## src/rtl/slot_addr_seq.sv

```systemverilog
// Slot address sequencer: splits a run into NUM_SLOTS slots of slot_len cycles
// and emits a registered address per slot. Optional remap table: SLOT_ADDR_REMAP_EN.
module slot_addr_seq #(
  parameter int ADDR_W    = 4,
  parameter int NUM_SLOTS = 16,
  parameter int LEN_W     = 10,
  localparam int SLOT_W   = $clog2(NUM_SLOTS)
) (
  input  logic              clk,
  input  logic              rst_n,
  input  logic              start,
  input  logic              stop,
  input  logic              mode_loop,
  input  logic [LEN_W-1:0]  slot_len,
  input  logic              map_we,
  input  logic [SLOT_W-1:0] map_idx,
  input  logic [ADDR_W-1:0] map_data,
  output logic [ADDR_W-1:0] addr,
  output logic              addr_valid,
  output logic              slot_strobe,
  output logic              busy,
  output logic              done
);

  typedef enum logic {
    IDLE = 1'b0,
    RUN  = 1'b1
  } state_t;

  localparam logic [SLOT_W-1:0] LAST_SLOT = SLOT_W'(NUM_SLOTS - 1);
  localparam logic [LEN_W-1:0]  LEN_ONE   = LEN_W'(1);

  state_t             state_q, state_d;
  logic [LEN_W-1:0]   len_q, len_d;
  logic               loop_q, loop_d;
  logic [LEN_W-1:0]   phase_q, phase_d;
  logic [SLOT_W-1:0]  slot_q, slot_d;
  logic [ADDR_W-1:0]  addr_q, addr_d;
  logic               addr_valid_q, addr_valid_d;
  logic               slot_strobe_q, slot_strobe_d;
  logic               busy_q, busy_d;
  logic               done_q, done_d;

`ifdef SLOT_ADDR_REMAP_EN
  logic [ADDR_W-1:0]  map_q [NUM_SLOTS];
  logic [ADDR_W-1:0]  map_d [NUM_SLOTS];

  always_comb begin
    map_d = map_q;
    if (map_we && (int'(map_idx) < NUM_SLOTS)) begin
      map_d[map_idx] = map_data;
    end
  end

  always_ff @(posedge clk) begin
    if (!rst_n) begin
      for (int i = 0; i < NUM_SLOTS; i++) begin
        map_q[i] <= ADDR_W'(i);
      end
    end else begin
      map_q <= map_d;
    end
  end
`else
  logic unused_map;
  assign unused_map = ^{map_we, map_idx, map_data};
`endif

  // Slot entry reads the table as registered, so a same-cycle write is not seen.
  function automatic logic [ADDR_W-1:0] slot_addr(input logic [SLOT_W-1:0] idx);
`ifdef SLOT_ADDR_REMAP_EN
    return map_q[idx];
`else
    return ADDR_W'(idx);
`endif
  endfunction

  always_comb begin
    state_d       = state_q;
    len_d         = len_q;
    loop_d        = loop_q;
    phase_d       = phase_q;
    slot_d        = slot_q;
    addr_d        = addr_q;
    addr_valid_d  = addr_valid_q;
    slot_strobe_d = 1'b0;
    busy_d        = busy_q;
    done_d        = 1'b0;

    case (state_q)
      IDLE: begin
        addr_d       = '0;
        addr_valid_d = 1'b0;
        busy_d       = 1'b0;
        phase_d      = '0;
        slot_d       = '0;
        if (start && !stop) begin
          len_d         = (slot_len == '0) ? LEN_ONE : slot_len;
          loop_d        = mode_loop;
          state_d       = RUN;
          addr_d        = slot_addr('0);
          addr_valid_d  = 1'b1;
          busy_d        = 1'b1;
          slot_strobe_d = 1'b1;
        end
      end

      RUN: begin
        if (stop) begin
          state_d      = IDLE;
          addr_d       = '0;
          addr_valid_d = 1'b0;
          busy_d       = 1'b0;
          phase_d      = '0;
          slot_d       = '0;
        end else if (phase_q == len_q - LEN_ONE) begin
          if (slot_q != LAST_SLOT) begin
            slot_d        = slot_q + 1'b1;
            phase_d       = '0;
            addr_d        = slot_addr(slot_q + 1'b1);
            slot_strobe_d = 1'b1;
          end else if (loop_q) begin
            slot_d        = '0;
            phase_d       = '0;
            addr_d        = slot_addr('0);
            slot_strobe_d = 1'b1;
          end else begin
            state_d      = IDLE;
            addr_d       = '0;
            addr_valid_d = 1'b0;
            busy_d       = 1'b0;
            done_d       = 1'b1;
            phase_d      = '0;
            slot_d       = '0;
          end
        end else begin
          phase_d = phase_q + 1'b1;
        end
      end

      default: begin
        state_d = IDLE;
      end
    endcase
  end

  always_ff @(posedge clk) begin
    if (!rst_n) begin
      state_q       <= IDLE;
      len_q         <= LEN_ONE;
      loop_q        <= 1'b0;
      phase_q       <= '0;
      slot_q        <= '0;
      addr_q        <= '0;
      addr_valid_q  <= 1'b0;
      slot_strobe_q <= 1'b0;
      busy_q        <= 1'b0;
      done_q        <= 1'b0;
    end else begin
      state_q       <= state_d;
      len_q         <= len_d;
      loop_q        <= loop_d;
      phase_q       <= phase_d;
      slot_q        <= slot_d;
      addr_q        <= addr_d;
      addr_valid_q  <= addr_valid_d;
      slot_strobe_q <= slot_strobe_d;
      busy_q        <= busy_d;
      done_q        <= done_d;
    end
  end

  assign addr        = addr_q;
  assign addr_valid  = addr_valid_q;
  assign slot_strobe = slot_strobe_q;
  assign busy        = busy_q;
  assign done        = done_q;

endmodule

```

## config.mk

```make
export PLATFORM = sky130hd
export DESIGN_NAME = slot_addr_seq
export DESIGN_NICKNAME = d
export VERILOG_FILES = /design/src/rtl/slot_addr_seq.sv
export SDC_FILE = /design/constraint.sdc
export NUM_CORES = 1
export LEC_CHECK = 0
export CORE_MARGIN = 2
export CORE_UTILIZATION = 54
export DETAILED_ROUTE_END_ITERATION = 10
export HOLD_SLACK_MARGIN = 0.02
export PLACE_DENSITY = 0.86
export SYNTH_ARGS = -nofsm -noshare
export SYNTH_HDL_FRONTEND = slang
export SYNTH_SLANG_ARGS = --single-unit
```

## constraint.sdc

```tcl
create_clock -name clk -period 3.7 [get_ports clk]
set_input_delay 0.74 -clock clk [delete_from_list [all_inputs] [get_ports clk]]
set_output_delay 0.74 -clock clk [all_outputs]
set_load 0.01 [all_outputs]
```

---- After elaboration in Yosys (flattened, before gate mapping) ----
Cells that the tools add are included.
word-level totals
  register bits ........................... 29
  output and inout port bits .............. 8
  logic and storage cells ................. 48
cells by class
  add/sub/neg operators ................... 3
  equal/unequal tests ..................... 5
  multiplexer cells ....................... 23
  bitwise gates (word level) .............. 3
  reductions and logical operators ........ 6
operators with widths
  operator                                            number
  2-to-1 mux 10 bit                                   3
  case mux 10 bit (2 select lines)                    1
  2-to-1 mux 1 bit                                    12
  2-to-1 mux 4 bit                                    3
  adder 10 x 1 -> 10 bit, second input constant       1
  equality test 10 bit                                1
  zero test 10 bit                                    1
  subtractor 10 x 1 -> 10 bit, second input constant  1
  case mux 4 bit (2 select lines)                     1
  != test 3 bit, second input constant                2
  case mux 1 bit (2 select lines)                     3
  OR reduction 5 bit                                  1
  adder 4 x 1 -> 4 bit, second input constant         1
  != test 4 bit, second input constant                1
  != test 3 x 2 -> 1 bit, second input constant       1
  NOT 1 bit                                           3
  AND reduction 3 bit                                 1
  AND reduction 2 bit                                 1
  logical AND 1 bit                                   1
  zero test 1 bit                                     1

---- Depth between registers and ports, before layout ----
  depth after elaboration ................. 5
  depth in mapped cells ................... 9

---- Worst setup path after synthesis ----
OpenSTA, ideal clock, no wires.
  path kind ............................... reg-to-reg
  start ................................... register len_q[0]
  end ..................................... register addr_q[3] (netlist: addr[3])
  data arrival time ....................... 2222 ps
  data required time ...................... 3626 ps
  path slack .............................. 1404 ps
  stages on the path, launching flop included .. 9
  period minus slack after synthesis ...... 2296 ps
  cells stage by stage .................... dfxtp_1 -> inv_1 -> ha_1 -> or3b_1 -> or3_1 -> a2bb2oi_1 -> nand4_2 -> or4_1 -> a21oi_1
on the way
  word-level cells in the longest chain between the ends .. 3
ends and longest elaborated chain
  element                                  RTL line  RTL
  start: declaration                       34        logic [LEN_W-1:0] len_q, len_d;
  start signal: assignment                 161       len_q <= len_d;
  subtractor 10 x 1 -> 10 bit              116       end else if (phase_q == len_q - LEN_ONE) begin
  equality test 10 bit                     116
  != test 3 x 2 -> 1 bit (no source line)  -
  end signal: assignment                   165       addr_q <= addr_d;
  end: declaration                         38        logic [ADDR_W-1:0] addr_q, addr_d;
Every way passes these cells.
A chain may end at the register's enable or synchronous reset.

---- Worst setup path in the final report ----
Ends and elaborated chain as after synthesis.

==> out/results.ini <==
[status]
outcome=complete, no violations

[grt]
overflow=0
grt_usage=0.218
grt_pass1_wl_um=5380
antenna_found_initial=0
grt_max_degree=14
grt_pass1_vias=1261

[placement]
dp_slack_ns=1.12
dpl.hpwl_um=2360
gp_congestion=0.895
portBuffers=22

[synth]
synth-edff-count=0
ys_top_cells_by_count=dfxtp_1 (29), nand2_1 (27), nor2_1 (19)
yosysTopAreaCell=dfxtp_1
ys_seq_area_frac=0.392
synth_seq_cells=29
yosysMostFrequentCell=dfxtp_1
synth_compound_area_frac=0.150
synth_flop_cell=dfxtp_1
synth_top_family_by_area=simple AND/OR/NAND/NOR gates
synthTopCellsByArea=dfxtp_1 (39%), nand2_1 (6.8%), xnor2_1 (6.5%)
synthCells=176
syn_nets=203
ys_types=45
avgSynthCellArea_um2=8.42
yosys_warnings=0
yosys.area.top_type_share=0.392
netlist_area_um2=1480
synth_adder_area_share=0.0253
ys_async_sr_fraction=0
synth_xor_area_frac=0.112
synthSimpleGateAreaFrac=0.277
synthMuxAreaShare=0

[floorplanning]
initial_core_util=0.552
die_w_um=56.4
core_area_um2=2690
dieArea_um2=3180
io_pins=32
rows=19
die_h_um=56.4

[route]
viasPerCell=5.60
ant_nets=0
wirelength_um=3140
remaining_drc_errors=0
dr.pass1.iters=4
detail_route.wl_per_cell_um=13.8
drt_iter0_drc=56
vias=1277

[power]
netSwitchingFraction=0.264
p_switching_mw=0.156
seqPwrFrac=0.557
irDropWorstVdd_mv=0.280
p_clk_frac=0.298
p_int_mw=0.436
powerDensity_nw_per_um2=339
power_leakage_nw=0.601
total_power_mw=0.592
power_frac_comb=0.145

[clock_tree]
clockBufferDepth=2
htree_levels=2
cts_tree=done
cts_inserted_buffers=5
root_buffer=clkbuf_4
postCtsResizedCells=0
post_cts_buffers=0
clk_pin_slew_ns=0.09
clock_latency_ns=0.32
cts.sinks=29
postCtsHoldBufs=0

[critical_path]
cp_slowest_cell=or4_1
crit_fanout=6
crit_required_ns=3.95
worstSetupStartpointType=register
cpMostUsedCell=a21oi_1
path_cells=inv_1 -> ha_1 -> nor4b_1 -> a21oi_1 -> nor4b_2 -> nand4_2 -> or4_1 -> a21oi_1
arrival_ns=2.89
endpoint_kind=register
max_stage_delay_ns=0.51
critical_path_class=reg2reg

[sta]
skew_ns=0.00546
layout_setup_ws_ns=1.07
setup_viol=0
rsz0062_at_grt=false
maxSlewViolCount=0
slew_headroom=0.682
tightest_slew_ns=0.472
finalCriticalPeriod_ns=2.63
setup_tns_ns=0
max_freq_mhz=380
hold_viol=0
finalCritPeriodShare=0.712

[cells_and_area]
seqCellArea_um2=581
n_fill_cell=233
layout-drive-gt1-share=0.0660
finish.utilization=0.650
n_antenna_cell=0
final_nets=223
multi_input_area_um2=837
area_delta_synth_final_pct=17.8

[hold_path]
hp-class=reg2reg

[job]
drv_cap=0

[cells in the final DEF, fill, tap and decap left out, types with 2 or more instances in the layout]
cell / count
and3_1: 2
nor4_1: 2
a21oi_1: 6
dfxtp_1: 29
and2_1: 2
nor3_1: 5
a21boi_0: 10
xnor2_1: 11
clkbuf_4: 5
inv_1: 5
o21ai_0: 2
o31ai_1: 3
xor2_1: 8
nand2_1: 27
nand3_1: 7
clkinv_2: 2
nand2b_1: 2
clkdlybuf4s50_1: 22
ha_1: 3
nor2_1: 19
[state kept, by name (all words and copies together) (netlist names)]
signal	cells
slot_strobe	1
addr	4
loop_q	1
busy	1
len_q	10
state_q	1
phase_q	10
done	1
[routing by layer]
layer  GRT usage  up-vias  share of wire
li1            -      648              -
met1       0.251      566           0.44
met2       0.360       48           0.48
met3      0.0714       15          0.052
met5           0        -              0
met4       0.112        0          0.025
[cell families (layout without fill, tap and decap cells)]
kind of cell,after synthesis,count (layout)
compound gates,31,31
xor+xnor,19,19
fa+ha+maj,3,3
buf+inv,14,35
flops,29,29
simple gates,80,80
[per-stage QoR]
step,cells,hold WS [ns],cell area [um2]
4_1_cts,228,0.482,1750
3_5_place_dp,220,0.466,1700
2_1_floorplan,176,0.439,1480
5_1_grt,228,0.510,1750
6_report,228,0.481,1750
3_3_place_gp,220,0.457,1700
[worst max-delay path: cells and delay by family (launching register included)]
family / cells / cell delay (ns)
fa+ha+maj: 1 / 0.26
flops: 1 / 0.38
compound gates: 2 / 0.31
buf+inv: 1 / 0.08
simple gates: 4 / 1.52
[worst paths after layout]
kind                 start       to  slack [ns]  depth (start not counted)
setup / recovery  len_q[0]  addr[3]        1.07                          8
hold / removal      loop_q   loop_q        0.48                          2
hold reg to reg     loop_q   loop_q        0.48                          2
setup reg to reg  len_q[0]  addr[3]        1.07                          8
[final cells by class]
class | instances | share of cell area
flip-flops and latches | 29 | 0.332
inverters | 5 | 0.0107
multi-input cells | 133 | 0.479
clock inverters | 2 | 0.00573
repair buffers | 22 | 0.126
well taps | 31 | 0.0222
clock buffers | 6 | 0.0236
[power by group through the flow]
stage / Combinational [mW] / Sequential (mW) / Clock (mW)
final: 0.0861 / 0.330 / 0.176
after global routing: 0.0952 / 0.331 / 0.197
after CTS: 0.0860 / 0.330 / 0.183
after detailed placement: 0.0854 / 0.337 / 0
after global placement: 0.0817 / 0.336 / 0
after floorplan: 0.0583 / 0.333 / 0
Power figures use the tool's default switching activity.
==> RTL edit (same settings) <==
`addr_q` no longer has a reset.
--- a/src/rtl/slot_addr_seq.sv
+++ b/src/rtl/slot_addr_seq.sv
@@ -152,5 +152,4 @@
       phase_q       <= '0;
       slot_q        <= '0;
-      addr_q        <= '0;
       addr_valid_q  <= 1'b0;
       slot_strobe_q <= 1'b0;
@@ -163,5 +162,4 @@
       phase_q       <= phase_d;
       slot_q        <= slot_d;
-      addr_q        <= addr_d;
       addr_valid_q  <= addr_valid_d;
       slot_strobe_q <= slot_strobe_d;
@@ -169,4 +167,8 @@
       done_q        <= done_d;
     end
+  end
+
+  always_ff @(posedge clk) begin
+    addr_q <= addr_d;
   end
 
Formal check against the unedited RTL: differs if rst_n is asserted again (counterexample within 4 cycles, from zero or initial values and one cycle with rst_n low); with rst_n held inactive, the same outputs for 10 cycles.
==> RTL edit against the unedited design <==
  * Routed wire length rose by 1.3%
  * Worst setup slack got worse by 0.15 ns
  * Sequential cell count rose by 4
  * Count of clock-buffer cells in the layout did not move
  * Total power rose by 26%
  * Area after synthesis rose by 13%
  * Final area rose by 12%
  * Clock power rose by 47%
  * Critical path type unchanged
  * Highest routed layer unchanged
==> RTL edit: results (changes against the unedited design) <==
\begin{tabular}{lr}
\hline
Metric & Value \\
\hline
\multicolumn{2}{l}{\textbf{Run status}} \\
\quad Status & finished clean \\
\multicolumn{2}{l}{\textbf{Place}} \\
\quad Post-DP HPWL & 2390 um (+1.3\%) \\
\quad Cell area reported after detailed placement & 1890 um\^{}2 (+11\%) \\
\quad Post-placement worst setup slack & 0.949 ns (-0.173 ns) \\
\quad Weighted congestion reported at the end of routability-driven placement & 0.821 (-8.3\%) \\
\multicolumn{2}{l}{\textbf{Layout}} \\
\quad Final Non-Filler Cells & 245 (+7.5\%) \\
\multicolumn{2}{l}{\textbf{STA}} \\
\quad Clock Skew & 0.00544 ns (-0.0000252 ns) \\
\quad Remaining max-slew budget at the tightest pin & 0.608 (-0.0739) \\
\quad Achievable Freq & 359 MHz (-5.4\%) \\
\quad Hold WS & 0.491 ns (+0.0105 ns) \\
\multicolumn{2}{l}{\textbf{Logic synthesis}} \\
\quad Gate count of the mapped netlist & 191 (+8.5\%) \\
\quad Cell types occupying the most area after synthesis & dfxtp\_1 35\%, edfxtp\_1 7.2\%, nand2\_1 6.5\%, xor2\_1 6.3\%, nor2\_1 5.8\% \\
\quad Most used standard cells in the synthesized netlist & 29 x dfxtp\_1, 29 x nand2\_1, 26 x nor2\_1 \\
\quad Number of different library cells in the post-synthesis netlist & 39 (-13\%) \\
\quad Share of synthesized area occupied by flip-flops and latches & 0.418 (+0.0263) \\
\multicolumn{2}{l}{\textbf{Global route}} \\
\quad Global routing usage summed across all routing layers & 0.209 (-0.00870) \\
\quad Largest net degree at the start of global routing & 18 (+4) \\
\quad Via count of the first global-routing pass & 1,285 (+1.9\%) \\
\quad Wire length of the first global-routing pass & 5570 um (+3.5\%) \\
\multicolumn{2}{l}{\textbf{Worst setup path}} \\
\quad Arrival @ worst endpoint & 2.99 ns (+0.10 ns) \\
\quad Reg-to-reg critical path endpoint & busy\$\_SDFFE\_PN0P\_ \\
\quad Crit path max-delay family & compound AO/OA/AOI/OAI gates \\
\multicolumn{2}{l}{\textbf{Detailed routing}} \\
\quad Aggregate routed wire length & 3180 um (+1.3\%) \\
\quad Iteration-0 DRC Markers & 49 (-13\%) \\
\multicolumn{2}{l}{\textbf{Power and ir drop}} \\
\quad Static leakage & 0.000732 uW (+22\%) \\
\quad Internal cell power & 566 uW (+30\%) \\
\hline
\end{tabular}
[RTL edit: cell count changes in the layout (fill, tap and decap cells not counted), moves of 2 or more]
| cell | delta |
|---|---|
| clkinv_2 | -2 |
| a21oi_1 | -2 |
| xnor2_1 | -3 |
| a31oi_1 | +2 |
| and3_1 | +3 |
| o31ai_1 | -3 |
| a2111oi_4 | +2 |
| edfxtp_1 | +4 |
| nor2_1 | +7 |
| xor2_1 | +4 |
| nand2_1 | +2 |
[RTL edit: area by class of cell]
class / instances / area (um^2)
Clock buffer: 6 / 41.3
Tap cell: 33 / 41.3
Timing Repair Buffer: 22 / 220
Sequential cell: 33 / 701
Multi-Input combinational cell: 145 / 908
Clock inverter: 2 / 33.8
Inverter: 4 / 15.0
Fill cell: 262 / 1040
[RTL edit: power by group through the flow]
stage                     Sequential [uW]  Combinational [uW]  Clock [uW]
final                                 385                 102         258
after floorplan                       391                67.6           0
after global placement                392                 100           0
after detailed placement              393                 102           0
after global routing                  387                 113         274
after CTS                             385                 102         264
[RTL edit: cell families after synthesis]
logic type | Yosys count | synth area share
buf+inv | 13 | 0.0403
fa+ha+maj | 3 | 0.0224
flops | 33 | 0.418
mux | 1 | 0.00597
compound gates | 32 | 0.161
simple gates | 89 | 0.248
xor+xnor | 20 | 0.104
[RTL edit: worst reg2reg max path, cell delays in order, from the launching register on]
cell and delay [ns]:
dfxtp_1 0.48, inv_1 0.08, ha_1 0.30, o21ba_2 0.24, a221oi_1 0.31, a41oi_1 0.12, a2111oi_4 0.63, or2_2 0.39
a31oi_1 0.13
[RTL edit: routing by layer]
metal  track usage  wire length [um]  part of all wire
met5             0                 0                 0
met1         0.250              1420              0.45
met2         0.331              1560              0.49
met4         0.108                63             0.020
met3        0.0736               137             0.043
